### src/rtl/pipeline_register_stage.sv
// Valid/ready pipeline register with a 2-entry skid buffer carrying {pc, instr, payload}.
// Define PIPE_STAT_EN to add the stall_cycles / flush_count statistics outputs.

`ifndef INVALID_INSTRUCTION
`define INVALID_INSTRUCTION 16'hDEAD
`endif

// state | meaning
// EMPTY | no entries held; main slot cleared
// ONE   | main slot valid, skid slot cleared
// FULL  | main and skid slots valid; in_ready low
module pipeline_register_stage #(
  parameter int unsigned PC_WIDTH = 16,
  parameter int unsigned INSTR_WIDTH = 16,
  parameter int unsigned PAYLOAD_WIDTH = 1,
  parameter logic [INSTR_WIDTH-1:0] INVALID_INSTR = `INVALID_INSTRUCTION
) (
  input  logic                     clk,
  input  logic                     reset,
  input  logic                     flush,
  input  logic                     in_valid,
  output logic                     in_ready,
  input  logic [PC_WIDTH-1:0]      in_pc,
  input  logic [INSTR_WIDTH-1:0]   in_instr,
  input  logic [PAYLOAD_WIDTH-1:0] in_payload,
  output logic                     out_valid,
  input  logic                     out_ready,
  output logic [PC_WIDTH-1:0]      out_pc,
  output logic [INSTR_WIDTH-1:0]   out_instr,
  output logic [PAYLOAD_WIDTH-1:0] out_payload
`ifdef PIPE_STAT_EN
  ,
  output logic [15:0]              stall_cycles,
  output logic [15:0]              flush_count
`endif
);

  typedef enum logic [1:0] {
    EMPTY = 2'd0,
    ONE   = 2'd1,
    FULL  = 2'd2
  } state_t;

  typedef struct packed {
    logic [PC_WIDTH-1:0]      pc;
    logic [INSTR_WIDTH-1:0]   instr;
    logic [PAYLOAD_WIDTH-1:0] payload;
  } entry_t;

  localparam entry_t CLEARED = '{pc: '0, instr: INVALID_INSTR, payload: '0};

  state_t state_q, state_d;
  entry_t main_q, main_d;
  entry_t skid_q, skid_d;
  entry_t in_entry;
  logic   in_xfer;
  logic   out_xfer;

  assign in_entry  = '{pc: in_pc, instr: in_instr, payload: in_payload};
  // in_ready comes straight off the state flops, so it is registered.
  assign in_ready  = (state_q != FULL);
  assign out_valid = (state_q != EMPTY);
  assign in_xfer   = in_valid & in_ready;
  assign out_xfer  = out_valid & out_ready;

  assign out_pc      = main_q.pc;
  assign out_instr   = main_q.instr;
  assign out_payload = main_q.payload;

  always_ff @(posedge clk) begin
    if (reset) begin
      state_q <= EMPTY;
      main_q  <= CLEARED;
      skid_q  <= CLEARED;
    end else begin
      state_q <= state_d;
      main_q  <= main_d;
      skid_q  <= skid_d;
    end
  end

  always_comb begin
    state_d = state_q;
    main_d  = main_q;
    skid_d  = skid_q;
    if (flush) begin
      // Downstream still completes an out_xfer this cycle; any in_xfer is dropped.
      state_d = EMPTY;
      main_d  = CLEARED;
      skid_d  = CLEARED;
    end else begin
      case (state_q)
        EMPTY: begin
          if (in_xfer) begin
            state_d = ONE;
            main_d  = in_entry;
          end
        end
        ONE: begin
          if (in_xfer && !out_xfer) begin
            state_d = FULL;
            skid_d  = in_entry;
          end else if (!in_xfer && out_xfer) begin
            state_d = EMPTY;
            main_d  = CLEARED;
          end else if (in_xfer && out_xfer) begin
            main_d  = in_entry;
          end
        end
        FULL: begin
          if (out_xfer) begin
            state_d = ONE;
            main_d  = skid_q;
            skid_d  = CLEARED;
          end
        end
        default: begin
          state_d = EMPTY;
          main_d  = CLEARED;
          skid_d  = CLEARED;
        end
      endcase
    end
  end

`ifdef PIPE_STAT_EN
  always_ff @(posedge clk) begin
    if (reset) begin
      stall_cycles <= '0;
      flush_count  <= '0;
    end else begin
      if (out_valid && !out_ready && (stall_cycles != 16'hFFFF))
        stall_cycles <= stall_cycles + 16'd1;
      if (flush && (flush_count != 16'hFFFF))
        flush_count <= flush_count + 16'd1;
    end
  end
`endif

endmodule

### config.mk
export PLATFORM = sky130hd
export DESIGN_NAME = pipeline_register_stage
export DESIGN_NICKNAME = d
export VERILOG_FILES = /design/src/rtl/pipeline_register_stage.sv
export SDC_FILE = /design/constraint.sdc
export NUM_CORES = 1
export LEC_CHECK = 0
export CORE_UTILIZATION = 25
export CTS_CLUSTER_SIZE = 14
export DETAILED_ROUTE_END_ITERATION = 10
export SLEW_MARGIN = 5
export SYNTH_ARGS = -nofsm -noshare
export SYNTH_HDL_FRONTEND = slang
export SYNTH_SLANG_ARGS = --single-unit
### constraint.sdc
create_clock -name clk -period 2.3 [get_ports clk]
set_input_delay 0.46 -clock clk [delete_from_list [all_inputs] [get_ports clk]]
set_output_delay 0.46 -clock clk [all_outputs]
set_load 0.05 [all_outputs]
Word level (Yosys, flattened, before mapping)

Index checks and enable logic that the tools add are counted.

Logic and storage cells: 44
Register bits after elaboration: 68
Output and inout bits: 35

Bitwise gates (word level): 3
Mux-type cells: 14
Reduce and logical (&&, ||, !) cells: 11
Eq/ne operators: 9

Operators by type and width:

| kind                 | count |
|---|---|
| $mux W33             | 7 |
| $pmux W33 S3         | 2 |
| $ne A2 B2 Y1 const B | 5 |
| $mux W2              | 4 |
| $ne A3 B3 Y1 const B | 2 |
| $pmux W2 S3          | 1 |
| $reduce_and A3 Y1    | 2 |
| $reduce_and A4 Y1    | 1 |
| $logic_and A1 B1 Y1  | 3 |
| $and A1 B1 Y1        | 2 |
| $eq A2 B1 Y1 const B | 1 |
| $eq A2 B2 Y1 const B | 1 |
| $logic_not A1 Y1     | 2 |
| $logic_not A2 Y1     | 1 |
| $reduce_bool A2 Y1   | 1 |
| $reduce_or A2 Y1     | 1 |
| $not A1 Y1           | 1 |

Depth between registers and ports, before layout

Depth in word-level cells: 7
Mapped depth: 11

Worst setup path after synthesis

No wires, ideal clock.

Kind: reg-to-reg
Start point: register state_q[0]
End point: register main_q, in the netlist out_instr[10]
Cell stages (with the launch flop): 11
Clock period less this slack: 2.282 ns
Buffers on the path: 2
Slack: 0.018 ns
Arrival: 2.134 ns
Cell sequence: dfxtp_1 -> buf_2 -> nand2b_1 -> nand2_1 -> inv_1 -> ha_1 -> nor2b_2 -> o21ai_2 -> and2_1 -> buf_6 -> o211ai_2

Word-level cells in the longest chain between the ends: 7
Elaborated cells on any way between the ends: 20
Those cells by class: eq/ne (7); mux (3); bitwise (2); reduce/logical (8)

Ends and longest elaborated chain:

| element                | line | text |
|---|---|---|
| from (decl)            | 52   | `state_t state_q, state_d;` |
| from (signal assigned) | 76   | `state_q <= state_d;` |
| $ne A2 B2 Y1 (*)       | 61   | `assign in_ready = (state_q != FULL);` |
| net in_ready           | 22   | `output logic in_ready,` |
| $and A1 B1 Y1 (*)      | 63   | `assign in_xfer = in_valid & in_ready;` |
| $logic_not A1 Y1       | 103  | `end else if (!in_xfer && out_xfer) begin` |
| $logic_and A1 B1 Y1    | 103  |  |
| $mux W33               | 103  |  |
| $mux W33               | 100  | `if (in_xfer && !out_xfer) begin` |
| $pmux W33 S3           | 92   | `case (state_q)` |
| to (signal assigned)   | 77   | `main_q <= main_d;` |
| to (decl)              | 53   | `entry_t main_q, main_d;` |

The timed path passes the listed nets; every way through them passes the cells marked *. The select of a mux whose other input is x is not followed.
A chain may end at the register's enable or synchronous reset.

Worst setup path in the final report

Start point: register state_q[1]
End point: register main_q, in the netlist out_instr[0]

Word-level cells in the longest chain between the ends: 7
Elaborated cells on any way between the ends: 20
Those cells by class: eq/ne (7); mux (3); bitwise (2); reduce/logical (8)

Ends and longest elaborated chain:

| element             | line |
|---|---|
| $ne A2 B2 Y1        | 61 |
| $and A1 B1 Y1       | 63 |
| $logic_not A1 Y1    | 103 |
| $logic_and A1 B1 Y1 | 103 |
| $mux W33            | 103 |
| $mux W33            | 100 |
| $pmux W33 S3        | 92 |

Several ways; a longest one is shown, not always the timed one. The select of a mux whose other input is x is not followed.

==> metrics <==
post-synthesis cell count=roughly 370; Area growth, synth to finish=35.0%; drt initial violations=between 150 and 200; post-synth cell types=35; placed wire-length estimate=6240 um; PortBufs=a little over 70; initial core utilization=25.9%; post-CTS setup buffers=0; top cells by area, synth=dfxtp_1 41%, mux2i_1 7.0%, a32oi_1 5.8%, o2bb2ai_1 5.8%, nand3_1 5.0%; fin crit share=between 90 and 100%; critical path's top delay family=simple AND/OR/NAND/NOR gates; Die Span Y=between 100 and 150 um; # resized after CTS=0; outcome=finished, final reports clean; Pre-Repair DR Iteration Count=4; number of diodes=0; Synth top area share=a little over 40%; CP arrival=around 2.3 ns; first-pass GRT wire length=~16000 um; ys async rst share=0%; internal power=~2300 uW; Leak=~0.0015 uW; count of final setup violators=0; root buf cell=clkbuf_16; via count=between 3000 and 4000; Combinational Power Share=roughly 16%; yosys warns=0; Cell Chain, Critical Path=nor2_1 -> inv_1 -> nand2_1 -> ha_1 -> nor2b_2 -> o21ai_2 -> and2_1 -> o211ai_1; commonest non-fill, non-tap cells in the layout=70 x clkdlybuf4s50_1, 67 x dfxtp_1, 37 x nor2_1, 33 x nand3_1, 24 x nand2_1; initial antenna violation count=0; clock latency on the worst-skew pair=0.33 ns; Syn Nets=407; max-cap violation count=0; Post-synth EDFFs=0; Slew @ Worst Pin=1.02 ns; WS Path Type=reg -> reg; WP buf/inv=1; Mapped Area=3310 um2; Detail Route Antenna Nets=0; Post-CTS Hold Buffers=0; routability cong.=0.797; Switch Pwr=~810 uW; Max-Slew Margin vs Limit=around a third; Clk pin slew, worst setup/hold paths=around 0.05 ns; maximum VDD drop=0.000331 V; Hold Crit Class=reg -> reg; DR vias/cell=about 5.1; CTS tree=built; final count of pins violating max slew=0; core box area=about 13000 um2; Synth Register Bits=between 60 and 70; Avg Inst Size Synth=roughly 9.0 um2; Synth Area in Compound Gates=about 25%; largest family of logic cells by synthesized area=compound AO/OA/AOI/OAI gates; setup TNS=0 ns; Max Fclk=~480 MHz; DRC viols=0; Final Hold Vio Count=0; Layout Nets=467; Critical Path RT=approximately 2.5 ns; cell taking the most area after synthesis=dfxtp_1; CP Capture Type=register; Tot Pwr=3100 uW; DRT Wirelength=roughly 10000 um; Crit-path slowest cell=and2_1; clock power share=44.0%; layout cells sized above 1=between 10 and 15%; CTS Sinks=between 60 and 70; min Tclk post-route=between 2 and 2.5 ns; Synth Area in Adders=less than 1%; worst-path maximum fanout=11; die area=between 10000 and 15000 um2; RSZ-0062 raised after global routing=no; sequential share of the synthesized area=a little over 40%; pin count of the biggest net entering global routing=46; sequential share of power=about two fifths; Filler Cells Inserted=between 1000 and 1500; Total GRT Usage=between 10% and 20%; wire per inst=about 16 um; simple-gate share of the synthesized area=15.4%; vias in the first global route=around 3100; P per Cell Area=about 700 nW/um2; Post-Synth XOR/XNOR Area=0%; total number of H-tree levels=3; Ports=73; mux cell area share after synthesis=between 10 and 15%; Hold Worst Slack=0.450 ns; maximum buffer depth of the clock tree=2; most common flop cell mapped by yosys=dfxtp_1; crit path launch type=register; Layout Skew=slightly below 0.007 ns; commonest non-fill, non-tap cell in the layout=clkdlybuf4s50_1; CTS buffer count=9; sw frac=approximately a quarter; Crit path largest cell delay=between 0.5 and 0.6 ns; Die Width=117 um; site row count=about 40; GRT overflow=0
-- tightest hold or removal path, stage by stage (launching register included) --
cell     delay [ns]
dfxtp_1        0.30
nand2_1        0.05
a21oi_1        0.05
-- cells in the mapped netlist, drive strengths merged, types with 4 or more instances --
master and instances:
buf 31, a32oi 22, nor2 38, o2bb2ai 23
o22ai 12, inv 4, nand2 24, o21ai 13
a21oi 22, dfxtp 68, mux2 11, clkbuf 7
o211ai 11, mux2i 23, nor3 11, nand3 33
-- cells by family after synthesis --
group           count (synthesis)
simple gates                  114
compound gates                107
flops                          68
buf+inv                        42
mux                            34
fa+ha+maj                       2
-- power by group through the flow --
stage | clock network [uW] | registers [uW] | logic, uW
2_1_floorplan | 0 | 1350 | 212
3_3_place_gp | 0 | 1250 | 502
3_5_place_dp | 0 | 1250 | 510
4_1_cts | 1400 | 1230 | 512
5_1_grt | 1450 | 1230 | 544
6_report | 1370 | 1230 | 509
-- metal layers --
layer  vias to the layer above  share of wire (%)  track usage [%]
li1                       1475                  -                -
met1                      1484                 46             18.9
met4                         0               0.91             5.49
met2                        88                 48             25.1
met5                         -                  0                0
met3                         8                5.7             4.07
-- registers in the layout, indices dropped and copies added (netlist names) --
name and count:
state_q 2, out_pc 16, out_payload 1, out_instr 16, skid_q 33
-- layout make-up --
cell class / count / area, um2 / area share, %
multi-input cells: 257 / 1720 / 38.4
flip-flops and latches: 68 / 1360 / 30.5
repair buffers: 87 / 866 / 19.4
clock buffers: 12 / 256 / 5.74
well taps: 172 / 215 / 4.82
clock inverters: 2 / 35.0 / 0.785
inverters: 4 / 15.0 / 0.336
-- worst paths after layout --
| check | start | end | slack, ns | depth (start not counted) |
|---|---|---|---|---|
| max reg2reg | state_q[1] | out_instr[0] | 0.22 | 8 |
| min | skid_q[14] | skid_q[14] | 0.45 | 2 |
| min reg2reg | skid_q[14] | skid_q[14] | 0.45 | 2 |
| max | state_q[1] | out_instr[0] | 0.22 | 8 |
-- per-stage QoR --
| step | util, % | instances | cell area (um2) | setup WS [ns] |
|---|---|---|---|---|
| finish | 35.0 | 602 | 4470 | 0.218 |
| global route | 35.0 | 602 | 4470 | 0.0778 |
| CTS | 35.0 | 602 | 4470 | 0.219 |
| detailed placement | 32.7 | 588 | 4170 | -0.0967 |
| global placement | 32.7 | 588 | 4170 | -0.0233 |
| floorplan | - | 367 | 3310 | 0.0180 |
Power figures use the tool's default switching activity.
